`src/rtl/traffic_signal_monitor.sv`:
```
// Conflict and sequence monitor for the two-approach signal bus.
// Flags the first fault with a code, counts faults, and drives a flashing-red fail-safe output.
module traffic_signal_monitor #(
    parameter int unsigned MIN_YELLOW   = 5,
    parameter int unsigned WATCHDOG_MAX = 127,
    parameter int unsigned FLASH_HALF   = 8,
    parameter int unsigned CNT_W        = 16
) (
    input  logic       clk,
    input  logic       reset,
    input  logic [1:0] T1,
    input  logic [1:0] T2,
    input  logic       T1_WALK,
    input  logic       T2_WALK,
    input  logic       buzzer,
    input  logic       preempt,
    input  logic       clear_fault,
    output logic       fault,
    output logic [2:0] fault_code,
    output logic [7:0] fault_count,
    output logic       flash
);

    localparam logic [1:0] COL_G = 2'b00;
    localparam logic [1:0] COL_Y = 2'b01;
    localparam logic [1:0] COL_R = 2'b10;
    localparam logic [1:0] COL_X = 2'b11;

    localparam logic [CNT_W-1:0] CNT_ZERO   = '0;
    localparam logic [CNT_W-1:0] CNT_ONE    = CNT_W'(1);
    localparam logic [CNT_W-1:0] CNT_MAX    = '1;
    localparam logic [CNT_W-1:0] MIN_Y      = CNT_W'(MIN_YELLOW);
    localparam logic [CNT_W-1:0] WD_LIMIT   = CNT_W'(WATCHDOG_MAX);
    localparam logic [CNT_W-1:0] FLASH_LAST = CNT_W'(FLASH_HALF - 1);

    logic             prev_valid;
    logic             prev_preempt;
    logic [1:0]       prev_t1;
    logic [1:0]       prev_t2;
    logic [CNT_W-1:0] dwell1;
    logic [CNT_W-1:0] dwell2;
    logic [CNT_W-1:0] watchdog;
    logic [CNT_W-1:0] flash_cnt;

    logic             seq_en;
    logic             c_conflict, c_encoding, c_walk, c_seq, c_short, c_stuck, c_buzz;
    logic [2:0]       det_code;
    logic             det_any;
    logic             do_latch;
    logic             do_clear;
    logic [CNT_W-1:0] dwell1_next;
    logic [CNT_W-1:0] dwell2_next;
    logic [CNT_W-1:0] watchdog_next;

    // Evaluate every fault condition on the current bus against the registered history.
    always_comb begin
        // Sequence rules are only meaningful with valid history and no preemption on either side.
        seq_en     = prev_valid && !preempt && !prev_preempt;
        c_conflict = (T1 == COL_G || T1 == COL_Y) && (T2 == COL_G || T2 == COL_Y);
        c_encoding = (T1 == COL_X) || (T2 == COL_X);
        c_walk     = (T1_WALK || T2_WALK) && !(T1 == COL_R && T2 == COL_R);
        c_seq      = seq_en && (((prev_t1 == COL_G) && (T1 == COL_R)) ||
                                ((prev_t1 == COL_Y) && (T1 == COL_G)) ||
                                ((prev_t2 == COL_G) && (T2 == COL_R)) ||
                                ((prev_t2 == COL_Y) && (T2 == COL_G)));
        c_short    = seq_en && (((prev_t1 == COL_Y) && (T1 == COL_R) && (dwell1 < MIN_Y)) ||
                                ((prev_t2 == COL_Y) && (T2 == COL_R) && (dwell2 < MIN_Y)));
        c_stuck    = (watchdog >= WD_LIMIT);
        c_buzz     = buzzer && !(T1_WALK && T2_WALK);

        if (c_conflict)      det_code = 3'd1;
        else if (c_encoding) det_code = 3'd2;
        else if (c_walk)     det_code = 3'd3;
        else if (c_seq)      det_code = 3'd4;
        else if (c_short)    det_code = 3'd5;
        else if (c_stuck)    det_code = 3'd6;
        else if (c_buzz)     det_code = 3'd7;
        else                 det_code = 3'd0;

        det_any  = (det_code != 3'd0);
        do_latch = !fault && det_any;
        do_clear = fault && clear_fault && !det_any;
    end

    // Next values for the saturating yellow-dwell and stuck-bus counters.
    always_comb begin
        dwell1_next = CNT_ZERO;
        dwell2_next = CNT_ZERO;
        if (T1 == COL_Y) dwell1_next = (dwell1 == CNT_MAX) ? dwell1 : dwell1 + CNT_ONE;
        if (T2 == COL_Y) dwell2_next = (dwell2 == CNT_MAX) ? dwell2 : dwell2 + CNT_ONE;
        if ({T1, T2} == {prev_t1, prev_t2}) begin
            watchdog_next = (watchdog == CNT_MAX) ? watchdog : watchdog + CNT_ONE;
        end else begin
            watchdog_next = CNT_ZERO;
        end
    end

    // Bus history and counters; a successful clear restarts history as if freshly reset.
    always_ff @(posedge clk or posedge reset) begin
        if (reset) begin
            prev_valid   <= 1'b0;
            prev_preempt <= 1'b0;
            prev_t1      <= COL_R;
            prev_t2      <= COL_R;
            dwell1       <= CNT_ZERO;
            dwell2       <= CNT_ZERO;
            watchdog     <= CNT_ZERO;
        end else begin
            prev_valid   <= !do_clear;
            prev_preempt <= preempt;
            prev_t1      <= T1;
            prev_t2      <= T2;
            dwell1       <= do_clear ? CNT_ZERO : dwell1_next;
            dwell2       <= do_clear ? CNT_ZERO : dwell2_next;
            watchdog     <= do_clear ? CNT_ZERO : watchdog_next;
        end
    end

    // Fault latch, first-fault code, saturating count and fail-safe flash generator.
    always_ff @(posedge clk or posedge reset) begin
        if (reset) begin
            fault       <= 1'b0;
            fault_code  <= 3'd0;
            fault_count <= 8'd0;
            flash       <= 1'b0;
            flash_cnt   <= CNT_ZERO;
        end else if (do_latch) begin
            fault       <= 1'b1;
            fault_code  <= det_code;
            fault_count <= (fault_count == 8'hFF) ? fault_count : fault_count + 8'd1;
            flash       <= 1'b1;
            flash_cnt   <= CNT_ZERO;
        end else if (do_clear) begin
            fault       <= 1'b0;
            fault_code  <= 3'd0;
            flash       <= 1'b0;
            flash_cnt   <= CNT_ZERO;
        end else if (fault) begin
            if (flash_cnt == FLASH_LAST) begin
                flash     <= !flash;
                flash_cnt <= CNT_ZERO;
            end else begin
                flash_cnt <= flash_cnt + CNT_ONE;
            end
        end
    end

endmodule

```
`config.mk`:
```
export PLATFORM = sky130hd
export DESIGN_NAME = traffic_signal_monitor
export DESIGN_NICKNAME = d
export VERILOG_FILES = /design/src/rtl/traffic_signal_monitor.sv
export SDC_FILE = /design/constraint.sdc
export NUM_CORES = 1
export LEC_CHECK = 0
export ABC_CLOCK_PERIOD_IN_PS = 4200
export CAP_MARGIN = 10
export CELL_PAD_IN_SITES_DETAIL_PLACEMENT = 1
export CELL_PAD_IN_SITES_GLOBAL_PLACEMENT = 2
export CORE_ASPECT_RATIO = 0.6
export CORE_UTILIZATION = 42
export DETAILED_ROUTE_END_ITERATION = 8
export PLACE_DENSITY = 0.85
export SLEW_MARGIN = 40
export SYNTH_ARGS = -nofsm -noshare
export SYNTH_HDL_FRONTEND = slang
export SYNTH_SLANG_ARGS = --single-unit
export TNS_END_PERCENT = 10
```
`constraint.sdc`:
```
create_clock -name clk -period 4.2 [get_ports clk]
set_input_delay 1.05 -clock clk [delete_from_list [all_inputs] [get_ports clk]]
set_output_delay 1.05 -clock clk [all_outputs]
set_load 0.01 [all_outputs]
```
==> qor.log <==
[synth] cell accounting for the most synthesized area sky130_fd_sc_hd__dfrtp_1
[critical_path] number of gates on the worst path with buffers counted 8
[global_route] antenna violations before repair 0
[global_route] largest net degree at the start of global routing 48
[power] Comb power frac 0.167
[critical_path] Worst Path Buf+Inv 2
[critical_path] Largest stage delay, worst path 740 ps
[route] drt first-iter violations 189
[clocking] number of buffers inserted to repair setup after CTS 0
[synth] synth top area cells sky130_fd_sc_hd__dfrtp_1 (44%), sky130_fd_sc_hd__nor2_1 (5.3%), sky130_fd_sc_hd__xnor2_1 (4.3%)
[finish] Antenna diodes 0
[floorplanning] Die X-Extent 138 um
[floorplanning] number of ports placed on the die boundary 24
[clocking] Inserted Clock Buffers 9
[global_route] GR Overflow Total 0
[floorplanning] standard-cell rows 29
[power] static leakage 2.15 nW
[route] highest routed metal layer met4
[sta] Max-slew headroom 0.445
[synth] Syn Nets 510
[critical_path] required time at the worst-slack endpoint 4430 ps
[sta] worst setup skew after layout 6.73 ps
[critical_path] worst setup slack for register-to-register paths 1360 ps
[synth] most frequently used flop master after synthesis sky130_fd_sc_hd__dfrtp_1
[route] detailed-routed wire length on met3 400 um
[hold_path] class of the tightest hold or removal check reg2reg
[floorplanning] Die Span Y 83.4 um
[sta] count of endpoints failing setup in the final report 0
[outcome] outcome finished, final reports clean
[clocking] Sink Count 83
[clocking] CTS Hold Bufs 0
[hold_path] hold path startpoint fault_count[7]$_DFFE_PP0P_
[critical_path] Setup crit end kind flop
[finish] layout cell share with drive strength beyond 1 0.0765
[finish] Syn-to-layout area delta 14.9%
[clocking] quantity of gates resized following cts 0
[power] relative contribution of sequential cells to total power 0.454
[floorplanning] area of the core region 10,700 um^2
[synth] total of warnings raised by yosys 0
[placement] port bufs 23
[clocking] clock tree from TritonCTS done
[synth] Synth async-reset ratio 1.00
[route] post-route antenna net violation count 0
[global_route] total global-route track usage 0.237
[sta] Final TNS setup 0 ps
[synth] number of synthesized register bits 83
[power] share of total power in the clock network 0.380
[critical_path] Critical Path AT 3700 ps
[critical_path] critical path type in2reg
[route] detailed-route via count 3,877
[clocking] CTS root buf sky130_fd_sc_hd__clkbuf_16
[critical_path] launching element of the worst setup path T2[1]
[synth] portion of the post-synthesis area used by sequential elements 0.449
[power] switch share 0.290
[sta] endpoints failing hold 0
[route] number of remaining DRC errors 0
[finish] sequential cell area 2080 um^2
[global_route] via count of the first global-routing pass 3,896
[placement] total cell area at the placement stage 5020 um^2
[route] router iterations before antenna repair 4
[route] post-DR wirelength/cell 18.7 um
[critical_path] CP top delay family simple AND/OR/NAND/NOR gates
[critical_path] crit path capture flash_cnt[7]$_DFFE_PP0P_
[sta] Max Slew Vio Count 0
[global_route] first-pass GRT wire length 20,700 um
[power] power density over cell area 401 nW/um^2
[power] net switching power of the design 0.621 mW
[critical_path] cell at the slowest stage of the critical path sky130_fd_sc_hd__clkdlybuf4s50_1
[sta] Final Cycle Share 0.824
[synth] number of unique standard cell types used by synthesis 61
[run] reported max-cap violation count 0
[floorplanning] starting density of the core 0.435
[placement] half-perimeter wire length after detailed placement 8900 um
[synth] post-synth top area share 0.437
[synth] cell count after synthesis 492
[clocking] Clock Pin Slew Worst Setup and Hold Paths 60 ps
[critical_path] Worst R2R End dwell2[2]$_DFFE_PP0P_
[critical_path] Setup crit start kind input pin
[finish] Util after Layout 0.499
[sta] Post-Route Hold Slack 517 ps
[finish] final design instance area without fill 5330 um^2
[clocking] Clock H-tree levels 3
[sta] minimum clock period after layout 3460 ps
[clocking] maximum buffer depth of the clock tree 2
[route] final wirelength 12,300 um
[synth] Syn Std Cell Area 4640 um^2
[critical_path] Critical Path Most Common Cell sky130_fd_sc_hd__nor4_1
[finish] total area of multi-input combinational cells 2410 um^2
[critical_path] count of cells along the worst register-to-register path 6
[synth] average cell area after synthesis 9.42 um^2
[route] amount of wire on met2 after detailed routing 5250 um
[sta] final critical-path setup slack 738 ps
[placement] global placer's final weighted congestion 0.770
[clocking] clk_lat worst skew 350 ps
[sta] RSZ-0062 raised after global routing no
[critical_path] start of the worst register-to-register path dwell2[14]$_DFFE_PP0P_
[finish] post-layout net count 536
[sta] highest clock rate 289 MHz
[finish] final-layout fill cell count 1,202
[floorplanning] area enclosed by the die boundary 11,500 um^2
[route] post-route met1 wirelength 6620 um
[critical_path] largest fanout of any net on the critical path 11
[power] Worst VDD drop 0.000214 V
[synth] number of synthesized flops with an enable pin 0
[placement] pre-CTS setup slack 368 ps
[power] internal power consumption 1.52 mW
[route] via/cell ratio 5.86
[critical_path] cell breakdown of the critical path clkdlybuf4s50_1, nand2b_1, nor4_1, nor2_1, nor4_4, buf_4, nor4_1, a211o_1
[sta] actual slew at the worst max-slew pin 825 ps
-- how the worst min path moves through the flow --
stage / cells past startpoint / slack, ps / end
floorplan: 1 / 470 / flash_cnt[15]$_DFFE_PP0P_
global placement: 1 / 500 / fault_count[7]$_DFFE_PP0P_
detailed placement: 1 / 500 / fault_count[7]$_DFFE_PP0P_
CTS: 1 / 520 / fault_count[7]$_DFFE_PP0P_
global route: 1 / 550 / fault_count[7]$_DFFE_PP0P_
finish: 1 / 520 / fault_count[7]$_DFFE_PP0P_
-- cell usage after synthesis, types with 8 or more instances --
library cell / count
sky130_fd_sc_hd__a21oi_1: 8
sky130_fd_sc_hd__a31oi_1: 9
sky130_fd_sc_hd__and3_1: 15
sky130_fd_sc_hd__dfrtp_1: 81
sky130_fd_sc_hd__inv_1: 17
sky130_fd_sc_hd__nand2_1: 32
sky130_fd_sc_hd__nand3_1: 32
sky130_fd_sc_hd__nand4_1: 19
sky130_fd_sc_hd__nor2_1: 65
sky130_fd_sc_hd__nor3_1: 19
sky130_fd_sc_hd__nor4_1: 18
sky130_fd_sc_hd__o21ai_0: 8
sky130_fd_sc_hd__xnor2_1: 23
sky130_fd_sc_hd__xor2_1: 20
-- per-stage QoR --
stage / std cells / power (mW)
floorplan: 492 / 1.18
global placement: 646 / 1.32
detailed placement: 646 / 1.34
CTS: 662 / 2.17
global route: 662 / 2.24
finish: 662 / 2.14
-- worst register-to-register path, cell delays in order (launching register included) --
cell	delay, ps
sky130_fd_sc_hd__dfrtp_1	470
sky130_fd_sc_hd__or4b_1	550
sky130_fd_sc_hd__a211o_1	350
sky130_fd_sc_hd__o22ai_4	310
sky130_fd_sc_hd__nor4_4	110
sky130_fd_sc_hd__or3b_1	660
sky130_fd_sc_hd__nor3_1	300
-- metal layers --
layer	GRT usage	up-vias
li1	-	1862
met5	0	-
met4	0.0569	0
met2	0.330	59
met1	0.364	1949
met3	0.0556	7
-- layout by cell type (no fill, tap or decap), types with 7 or more instances in the layout --
cell type	count
sky130_fd_sc_hd__nand4_1	19
sky130_fd_sc_hd__a21oi_1	8
sky130_fd_sc_hd__nand3_1	32
sky130_fd_sc_hd__ha_1	7
sky130_fd_sc_hd__nor4_1	18
sky130_fd_sc_hd__clkdlybuf4s50_1	23
sky130_fd_sc_hd__xnor2_1	23
sky130_fd_sc_hd__dfrtp_1	81
sky130_fd_sc_hd__inv_1	16
sky130_fd_sc_hd__clkbuf_16	9
sky130_fd_sc_hd__o32ai_1	7
sky130_fd_sc_hd__xor2_1	20
sky130_fd_sc_hd__nor3_1	17
sky130_fd_sc_hd__nand2_1	32
sky130_fd_sc_hd__and3_1	15
sky130_fd_sc_hd__nor2_1	65
sky130_fd_sc_hd__o21ai_0	8
sky130_fd_sc_hd__a31oi_1	9
-- power by group through the flow --
stage | clock network (mW) | registers (mW) | logic (mW)
finish | 0.812 | 0.969 | 0.356
global route | 0.859 | 0.981 | 0.398
CTS | 0.836 | 0.968 | 0.361
detailed placement | 0 | 0.982 | 0.359
global placement | 0 | 0.976 | 0.347
floorplan | 0 | 0.961 | 0.224
-- final cells by class --
cell class / instances / area share
clock buffer: 9 / 0.0423
clock inverter: 7 / 0.0143
inverter: 17 / 0.0129
multi-input combinational: 377 / 0.452
sequential: 83 / 0.390
tap: 139 / 0.0327
timing repair buffer: 30 / 0.0554
-- cells by family after synthesis --
| logic type | Yosys count | synth area share |
|---|---|---|
| buffers and inverters | 32 | 0.0343 |
| AND/OR/NAND/NOR | 248 | 0.290 |
| multiplexers | 2 | 0.00459 |
| flip-flops | 83 | 0.449 |
| AO/OA/AOI/OAI | 77 | 0.123 |
| XOR/XNOR | 43 | 0.0812 |
| adder cells (fa/ha/maj) | 7 | 0.0189 |
-- registers in the layout, summed over array words and instances, names as in the netlist --
register      count
dwell1           16
dwell2           16
fault             1
fault_code        3
fault_count       8
flash             1
flash_cnt        16
prev_preempt      1
prev_t1           2
prev_t2           2
prev_valid        1
watchdog         16
(Power assumes the default switching activity.)
